===== src/rtl/box_ctrl.sv =====
// box_ctrl: accepts clamped face detections and commits the latest one to the
// box overlay at frame boundaries, hiding the box after HOLD_FRAMES empty frames.
`default_nettype none

module box_ctrl #(
  parameter int IMG_WIDTH   = 768,
  parameter int IMG_HEIGHT  = 576,
  parameter int HOLD_FRAMES = 8,
  parameter int MIN_SIZE    = 4
) (
  input  logic       clk,
  input  logic       reset,
  input  logic       pix_valid,
  input  logic       det_valid,
  output logic       det_ready,
  input  logic       det_none,
  input  logic [9:0] det_x,
  input  logic [9:0] det_y,
  input  logic [9:0] det_w,
  input  logic [9:0] det_h,
  output logic [9:0] box_x,
  output logic [9:0] box_y,
  output logic [9:0] box_width,
  output logic [9:0] box_height,
  output logic       box_en,
  output logic       frame_end,
  output logic [1:0] state
);

  localparam int MISS_W = $clog2(HOLD_FRAMES + 1);

  localparam logic [9:0]  X_END = 10'(IMG_WIDTH - 1);
  localparam logic [9:0]  Y_END = 10'(IMG_HEIGHT - 1);
  localparam logic [10:0] MIN_S = 11'(MIN_SIZE);
  localparam logic [10:0] W_MAX = 11'(IMG_WIDTH - 2);
  localparam logic [10:0] H_MAX = 11'(IMG_HEIGHT - 2);
  localparam logic [10:0] X_LIM = 11'(IMG_WIDTH - 1);
  localparam logic [10:0] Y_LIM = 11'(IMG_HEIGHT - 1);
  localparam logic [MISS_W-1:0] MISS_LAST = MISS_W'(HOLD_FRAMES - 1);
  localparam logic [MISS_W-1:0] MISS_ONE  = MISS_W'(1);

  typedef enum logic [1:0] {
    IDLE = 2'd0,
    SHOW = 2'd1,
    HOLD = 2'd2
  } state_t;

  state_t cur_state, nxt_state;

  logic [9:0]        x_cnt, y_cnt;
  logic              last_pix;
  logic              pend_full, pend_none;
  logic [9:0]        pend_x, pend_y, pend_w, pend_h;
  logic [MISS_W-1:0] miss_cnt, nxt_miss;
  logic              nxt_en, load_box;
  logic [10:0]       clamp_w, clamp_h, clamp_x, clamp_y;

  function automatic logic [10:0] clamp_size(input logic [10:0] v, input logic [10:0] hi);
    logic [10:0] r;
    r = (v < MIN_S) ? MIN_S : ((v > hi) ? hi : v);
    return {r[10:1], 1'b0};
  endfunction

  // Keeps the centre at least half a box away from both image edges.
  function automatic logic [10:0] clamp_pos(input logic [10:0] p, input logic [10:0] half,
                                            input logic [10:0] lim);
    logic [10:0] r;
    r = (p < half) ? half : p;
    r = (r > lim - half) ? (lim - half) : r;
    return r;
  endfunction

  always_comb begin
    clamp_w = clamp_size({1'b0, det_w}, W_MAX);
    clamp_h = clamp_size({1'b0, det_h}, H_MAX);
    clamp_x = clamp_pos({1'b0, det_x}, clamp_w >> 1, X_LIM);
    clamp_y = clamp_pos({1'b0, det_y}, clamp_h >> 1, Y_LIM);
  end

  assign last_pix  = pix_valid && (x_cnt == X_END) && (y_cnt == Y_END);
  assign det_ready = !last_pix;
  assign state     = cur_state;

  always_ff @(posedge clk or posedge reset) begin
    if (reset) begin
      x_cnt <= '0;
      y_cnt <= '0;
    end else if (pix_valid) begin
      if (x_cnt == X_END) begin
        x_cnt <= '0;
        y_cnt <= (y_cnt == Y_END) ? '0 : y_cnt + 10'd1;
      end else begin
        x_cnt <= x_cnt + 10'd1;
      end
    end
  end

  // Transfers cannot coincide with the commit cycle since det_ready is low then.
  always_ff @(posedge clk or posedge reset) begin
    if (reset) begin
      pend_full <= 1'b0;
      pend_none <= 1'b0;
      pend_x    <= '0;
      pend_y    <= '0;
      pend_w    <= '0;
      pend_h    <= '0;
    end else if (det_valid && det_ready) begin
      pend_full <= 1'b1;
      pend_none <= det_none;
      if (!det_none) begin
        pend_x <= clamp_x[9:0];
        pend_y <= clamp_y[9:0];
        pend_w <= clamp_w[9:0];
        pend_h <= clamp_h[9:0];
      end
    end else if (last_pix) begin
      pend_full <= 1'b0;
    end
  end

  always_comb begin
    nxt_state = cur_state;
    nxt_miss  = miss_cnt;
    nxt_en    = box_en;
    load_box  = 1'b0;
    if (last_pix) begin
      if (pend_full && !pend_none) begin
        load_box  = 1'b1;
        nxt_en    = 1'b1;
        nxt_state = SHOW;
        nxt_miss  = '0;
      end else if (pend_full) begin
        nxt_en    = 1'b0;
        nxt_state = IDLE;
        nxt_miss  = '0;
      end else begin
        case (cur_state)
          SHOW: begin
            if (HOLD_FRAMES == 1) begin
              nxt_en    = 1'b0;
              nxt_state = IDLE;
              nxt_miss  = '0;
            end else begin
              nxt_state = HOLD;
              nxt_miss  = MISS_ONE;
            end
          end
          HOLD: begin
            if (miss_cnt == MISS_LAST) begin
              nxt_en    = 1'b0;
              nxt_state = IDLE;
              nxt_miss  = '0;
            end else begin
              nxt_miss = miss_cnt + MISS_ONE;
            end
          end
          default: ;
        endcase
      end
    end
  end

  always_ff @(posedge clk or posedge reset) begin
    if (reset) begin
      cur_state  <= IDLE;
      miss_cnt   <= '0;
      box_en     <= 1'b0;
      frame_end  <= 1'b0;
      box_x      <= '0;
      box_y      <= '0;
      box_width  <= '0;
      box_height <= '0;
    end else begin
      cur_state <= nxt_state;
      miss_cnt  <= nxt_miss;
      box_en    <= nxt_en;
      frame_end <= last_pix;
      if (load_box) begin
        box_x      <= pend_x;
        box_y      <= pend_y;
        box_width  <= pend_w;
        box_height <= pend_h;
      end
    end
  end

endmodule

`default_nettype wire


===== config.mk =====
export PLATFORM = sky130hd
export DESIGN_NAME = box_ctrl
export DESIGN_NICKNAME = d
export VERILOG_FILES = /design/src/rtl/box_ctrl.sv
export SDC_FILE = /design/constraint.sdc
export NUM_CORES = 1
export LEC_CHECK = 0
export CORE_MARGIN = 4
export CORE_UTILIZATION = 25
export CTS_BUF_LIST = sky130_fd_sc_hd__clkbuf_8
export CTS_CLUSTER_DIAMETER = 50
export DETAILED_ROUTE_END_ITERATION = 7
export PLACE_DENSITY = 0.45
export SLEW_MARGIN = 20
export SYNTH_ARGS = -nofsm -noshare
export SYNTH_HDL_FRONTEND = slang
export SYNTH_SLANG_ARGS = --single-unit

===== constraint.sdc =====
create_clock -name clk -period 4.5 [get_ports clk]
set_input_delay 0.675 -clock clk [delete_from_list [all_inputs] [get_ports clk]]
set_output_delay 0.675 -clock clk [all_outputs]
set_load 0.02 [all_outputs]

==> flow_summary_export.csv, run 1 <==
group,metric,value,unit
floorplan,start_util,25.5,%
placed_design,place.gp.congestion,0.819,
run,maxCapViolCount,0,
cells_and_area,multi_input_area,0.00302,sq mm
cells_and_area,fin_nets,803,
cells_and_area,n_antenna_cell,0,
sta,max_freq,0.230,GHz
sta,worst_slew_pin_slew,653,ps
sta,post-route-period-util,96.8,%
synthesis,ys_async_sr_fraction,100,%
cells_and_area,area_growth,34.7,%
sta,slew_headroom,56.4,%
floorplan,die_x,160,um
cells_and_area,seqCellArea,0.00265,sq mm
global_route,grt_max_degree,51,
detailed_routing,routed_wl,15300,um
synthesis,synth_top_area_share,46.0,%
clocking,clkTransAtPathRegs,100,ps
clocking,htree_num_levels,3,
global_route,grt_pass1_wl,25000,um
detailed_routing,drt_iter0_markers,189,
global_route,grt_usage,12.1,%
placed_design,dpl.cell_count,986,
synthesis,ys.flop_type,"dfrtp_1",
global_route,antenna_found_initial,0,
synthesis,netlist_top_cells_count,"106 x dfrtp_1, 68 x nand2_1, 52 x nor2_1, 48 x o21ai_0, 46 x mux2_2",
synthesis,ys_seq_area_share,46.0,%
sta,final-hold-violation-count,0,
detailed_routing,wl_per_cell,15.2,um
floorplan,rows,55,
clocking,holdBufCountCts,0,
sta,rsz0062_at_grt,"false",
sta,fin_crit,4350,ps
detailed_routing,postRouteAntennaNets,0,
placed_design,dp_hpwl,11800,um
cells_and_area,final_cell_count_no_fill,1007,
clocking,clock_path_buffers,2,
synthesis,synth_edf_count,0,
sta,finalMaxSlewViolations,0,
synthesis,synthCells,567,
power_and_ir_drop,peakVddDrop,109,uV
hold_path,hold_path_class,"flop to flop",
sta,fin_ws,146,ps
placed_design,io_buffers,87,
global_route,grt_pass1_vias,4787,
floorplan,core,0.0226,sq mm
synthesis,syn_avg_cell_area,10.2,sq um
sta,setup_violations,0,
clocking,clk_latency,380,ps
detailed_routing,drc,0,
setup_path,start_kind,"input port",
detailed_routing,first_pass_iters,6,
cells_and_area,drive_gt1_share,23.8,%
floorplan,dieArea,0.0256,sq mm
status,status,"complete, no violations",
clocking,cts_buffers,9,
power_and_ir_drop,p_total,2.11,mW
synthesis,ys_seq_elements,106,
clocking,cts_tree,"yes",
floorplan,ios,90,
global_route,gr-total-overflow,0,
synthesis,synth_area,0.00577,sq mm
detailed_routing,viasPerCell,4.54,
sta,whs,484,ps
setup_path,critPathArrivalTime,4670,ps
setup_path,cp.required,4810,ps
power_and_ir_drop,leakage,3.62,nW
floorplan,die_y,160,um
setup_path,crit_fanout,5,
synthesis,ys_warn_count,0,
placed_design,dpl_worst_slack,-510,ps
setup_path,worstSetupEndpointType,"flop",
synthesis,synth.most_common_cell,"dfrtp_1",
cells_and_area,post-route-util,34.3,%
clocking,cts.sinks,106,
synthesis,synth_area_leader_cell,"dfrtp_1",
detailed_routing,vias,4575,
setup_path,r2r_setup_slack,1780,ps
setup_path,critical_path_class,"input port to flop",
cells_and_area,fill_cells,2245,
sta,finClkSkew,19.4,ps
clocking,cts-root-buf,"clkbuf_8",
synthesis,synthTopCellsByArea,"dfrtp_1 46%, mux2_2 9.0%, ha_1 8.9%, nand2_1 4.4%, o21ai_0 4.2%",
power_and_ir_drop,p_per_area,272,mW/mm^2
synthesis,synth.distinct_cells,60,
path summary, 6_finish.rpt:
check	startpoint	endpoint	cells past startpoint
setup / recovery	det_w[4]	pend_x[0]	20
hold / removal	pend_h[7]	box_height[7]	1
setup reg to reg	y_cnt[0]	pend_y[5]	9
hold reg to reg	pend_h[7]	box_height[7]	1
max in group asynchronous	reset	box_y[9]	3
min in group asynchronous	reset	box_width[5]	2
worst max-delay path: stages:
cell	delay (ps)
clkdlybuf4s50_1	420
or3_4	390
nor2_2	110
a211o_1	140
inv_2	50
ha_1	270
nor2_1	40
nor4_1	290
o21ai_1	140
o211ai_2	160
buf_6	170
mux2_2	380
ha_4	250
nand2b_1	60
a21oi_1	60
o31ai_1	260
a21o_1	260
buf_6	120
mux2_4	290
a21oi_2	120
registers in the layout, indices dropped and copies added, names as in the netlist:
signal and count:
box_en 1, pend_w 9, box_height 9, box_y 10
pend_y 10, y_cnt 10, box_x 10, miss_cnt 4
pend_h 9, pend_none 1, pend_x 10, pend_full 1
box_width 9, frame_end 1, state 2, x_cnt 10
report_power, final:
| part | internal [mW] | switching (mW) |
|---|---|---|
| sequential | 1.03 | 0.0651 |
| clock | 0.217 | 0.343 |
| combinational | 0.230 | 0.229 |
cell usage in the layout, fill, tap and decap left out, types with 4 or more instances in the layout:
cell type / count
dfrtp_1: 106
nor2b_1: 4
clkdlybuf4s50_1: 81
ha_1: 38
o21ai_0: 42
a21oi_1: 18
xor2_1: 5
nand3b_1: 4
nor2_1: 51
a21o_1: 6
a21oi_2: 7
and3_1: 5
clkbuf_8: 10
o21ai_2: 4
mux2_2: 44
nor3_2: 4
nand4_1: 9
o21ai_1: 8
dlymetal6s2s_1: 5
nand2_1: 68
buf_4: 69
nor3_1: 6
nand3_1: 11
buf_6: 4
inv_1: 27
xnor2_1: 8
a221o_1: 4
through the flow:
step | TNS [ps] | cell area (sq um)
floorplan | 0 | 5770
global placement | -7700 | 7390
detailed placement | -8490 | 7390
CTS | 0 | 7600
global route | 0 | 7770
finish | 0 | 7770
per-layer routing:
layer	global-route usage (%)	vias up	share of wire, %
met4	4.03	0	1.5
met5	0	-	0
met1	16.1	2207	48
met2	19.9	57	47
li1	-	2299	-
met3	2.06	12	2.9
kinds of logic after synthesis:
kind of cell / synth area share (%)
XOR/XNOR: 1.97
AO/OA/AOI/OAI: 12.4
flip-flops: 46.0
AND/OR/NAND/NOR: 16.3
adder cells (fa/ha/maj): 8.90
multiplexers: 10.3
buffers and inverters: 4.01
other: 0.0650
cell type report:
| cell class | instances | area share, % |
|---|---|---|
| Clock buffer | 10 | 1.77 |
| Sequential cell | 106 | 34.2 |
| Tap cell | 285 | 4.59 |
| Inverter | 28 | 1.39 |
| Timing Repair Buffer | 161 | 18.7 |
| Clock inverter | 6 | 0.532 |
| Multi-Input combinational cell | 411 | 38.9 |
repair_timing:
| action | in CTS | in global routing |
|---|---|---|
| pin swaps | 0 | 12 |
| gates resized for setup | 6 | 34 |
| gates cloned | 0 | 1 |
| setup buffers | 1 | 3 |
| setup endpoints to repair | 11 | 20 |
No activity file was read; power rests on OpenSTA's default activity.
==> inputs of run 2 (changes only) <==
--- a/config.mk
+++ b/config.mk
@@ -5,12 +5,13 @@
 export SDC_FILE = /design/constraint.sdc
 export NUM_CORES = 1
 export LEC_CHECK = 0
+export CORE_ASPECT_RATIO = 1.5
 export CORE_MARGIN = 4
 export CORE_UTILIZATION = 25
 export CTS_BUF_LIST = sky130_fd_sc_hd__clkbuf_8
 export CTS_CLUSTER_DIAMETER = 50
 export DETAILED_ROUTE_END_ITERATION = 7
-export PLACE_DENSITY = 0.45
+export PLACE_DENSITY = 0.43
 export SLEW_MARGIN = 20
 export SYNTH_ARGS = -nofsm -noshare
 export SYNTH_HDL_FRONTEND = slang
==> run 2 against run 1 <==
  * Worst setup slack worse by 39 ps
  * Sequential power is essentially flat
  * Final area rose by 2.8%
  * Via count grew 4.5%
  * Core utilization rose by 1.1 points
  * Combinational power up 8.3%
  * Register-to-register slack gained 100 ps
  * Hold slack lost 1.7 ps
  * Count of clock-buffer cells in the layout shrank 1
  * Flip-flop and latch count unchanged
==> flow_summary_export.csv, run 2 (synthesized netlist as in run 1, its figures left out) <==
group,metric,value,unit
status,status,"complete, no violations",
hold_path,min_path_cells,2,
detailed_routing,vias,4782,
clocking,cts.sinks,106,
setup_path,critPathArrivalTime,4640,ps
detailed_routing,viasPerCell,4.73,
power_and_ir_drop,peakVddDrop,119,uV
detailed_routing,drc,0,
setup_path,cpPeakStageDelay,530,ps
floorplan,start_util,25.6,%
clocking,cts_tree,"yes",
detailed_routing,wl_per_cell,16.1,um
global_route,gr-total-overflow,0,
cells_and_area,postLayoutCellArea,0.00798,sq mm
setup_path,endpoint,"pend_y[0]",
setup_path,r2r-end,"pend_y[2]",
setup_path,crit_fanout,5,
cells_and_area,fin_nets,817,
floorplan,ios,90,
global_route,grt_pass1_vias,5018,
global_route,grt_max_degree,107,
clocking,clkTransAtPathRegs,90,ps
cells_and_area,area_growth,38.4,%
power_and_ir_drop,p_per_area,274,mW/mm^2
sta,max_freq,0.228,GHz
cells_and_area,final_cell_mix,"106 x dfrtp_1, 83 x clkdlybuf4s50_1, 80 x buf_4",
global_route,antenna_found_initial,0,
placed_design,dpl.cell_count,982,
detailed_routing,routed_wl,16300,um
setup_path,startpoint,"det_h[2]",
cells_and_area,layout_commonest_cell,"dfrtp_1",
run,maxCapViolCount,0,
floorplan,dieArea,0.0256,sq mm
floorplan,rows,67,
sta,worst_slew_pin_slew,735,ps
sta,whs,482,ps
power_and_ir_drop,internal_power,1.53,mW
detailed_routing,drt_iter0_markers,182,
floorplan,die_y,194,um
power_and_ir_drop,leakage,3.73,nW
sta,final-hold-violation-count,0,
sta,slew_headroom,50.5,%
setup_path,crit_slowest_cell,"or4_4",
sta,setup_violations,0,
clocking,cts_buffers,9,
detailed_routing,postRouteAntennaNets,0,
power_and_ir_drop,seqPwrFrac,50.1,%
power_and_ir_drop,switching_share,30.0,%
floorplan,core,0.0226,sq mm
placed_design,io_buffers,87,
setup_path,cp_top_family,"compound AO/OA/AOI/OAI gates",
sta,fin_crit,4390,ps
cells_and_area,n_antenna_cell,0,
setup_path,r2r_setup_slack,1880,ps
setup_path,worst-path-buf-inv,2,
floorplan,die_x,132,um
placed_design,place.gp.congestion,0.805,
power_and_ir_drop,p_switching,656,uW
hold_path,hold_path_class,"flop to flop",
cells_and_area,drive_gt1_share,25.8,%
setup_path,crit_cells,18,
placed_design,dp_hpwl,12500,um
setup_path,crit_top_cell,"ha_1",
cells_and_area,final_cell_count_no_fill,1012,
clocking,clock_path_buffers,2,
clocking,htree_num_levels,3,
setup_path,rr_worst_depth,8,
cells_and_area,post-route-util,35.4,%
setup_path,start_kind,"input port",
sta,post-route-period-util,97.6,%
global_route,grt_usage,12.7,%
setup_path,worstSetupEndpointType,"flop",
detailed_routing,first_pass_iters,4,
global_route,grt_pass1_wl,26100,um
setup_path,critical_path_class,"input port to flop",
power_and_ir_drop,combPwrFrac,22.6,%
placed_design,place_area,0.00744,sq mm
power_and_ir_drop,p_clk_share,27.2,%
setup_path,rr_startpoint,"y_cnt[0]",
setup_path,path_cells,"clkdlybuf4s50_1 -> buf_4 -> nor4_4 -> and3_4 -> nor3_2 -> ha_1 -> or4_4 -> o21ai_4 -> o211ai_4 -> nand2_1 -> o21ai_1 -> ha_1 -> a2111o_1 -> o21ai_2 -> a21o_1 -> nor2_1 -> a22oi_1 -> o31ai_1",
sta,finalMaxSlewViolations,0,
clocking,cts-root-buf,"clkbuf_8",
clocking,clk_latency,400,ps
setup_path,cp.required,4750,ps
sta,finClkSkew,14.8,ps
[run 2: changes by cell type in the layout (fill, tap and decap cells not counted), sizes merged]
cell	delta
buf	+13
clkdlybuf4s50	+2
bufinv	+1
clkbuf	-1
clkinv	-1
clkinvlp	+1
dlygate4sd2	-1
dlymetal6s2s	-1
o211ai	+1
[run 2: routing by layer]
metal | routed length (um) | track usage, % | vias up
met4 | 329 | 5.53 | 0
met2 | 9280 | 24.3 | 85
met1 | 6230 | 13.6 | 2352
li1 | - | - | 2330
met3 | 476 | 2.05 | 15
met5 | 0 | 0 | -
[run 2: metrics by stage]
step                setup TNS (ps)  setup WS, ps  power (mW)
global route                  -197         -41.4        2.34
global placement            -10210          -615        1.55
finish                           0           106        2.19
detailed placement           -9760          -596        1.56
CTS                              0          1.12        2.19
floorplan                        0          57.7        1.35
[run 2: worst min path at each step]
stage	from	to	slack (ps)
floorplan	pend_y[5]	pend_y[5]	440
global placement	pend_y[5]	pend_y[5]	460
detailed placement	pend_w[5]	pend_w[5]	470
CTS	pend_w[5]	pend_w[5]	490
global route	pend_y[6]	pend_y[6]	520
finish	pend_w[5]	pend_w[5]	480
[run 2: layout make-up]
| type | count | area, sq um |
|---|---|---|
| clock buffer | 9 | 124 |
| clock inverter | 7 | 70.1 |
| fill | 2305 | 14600 |
| timing repair buffer | 174 | 1570 |
| tap | 276 | 345 |
| multi-input combinational | 412 | 3110 |
| inverter | 28 | 108 |
| sequential | 106 | 2650 |
[run 2: power by group through the flow]
stage,clock [mW],sequential [mW],combinational [mW]
after floorplan,0,1.09,0.254
after global placement,0,1.12,0.436
after detailed placement,0,1.12,0.440
after CTS,0.637,1.10,0.449
after global routing,0.671,1.11,0.553
final,0.596,1.10,0.496
[run 2: timing repair]
item / in CTS / in global routing
setup endpoints to repair: 17 / 20
pin swaps: 0 / 19
hold buffers: 0 / 0
gates resized for setup: 7 / 42
buffers inserted: 0 / 12
cloned: 0 / 2
[run 2: worst min-delay path, delay by kind of cell, from the launching register on]
kind / cells / cell delay (ps)
AOI/OAI and AO/OA: 1 / 50
DFF: 1 / 350
and+or+nand+nor: 1 / 40
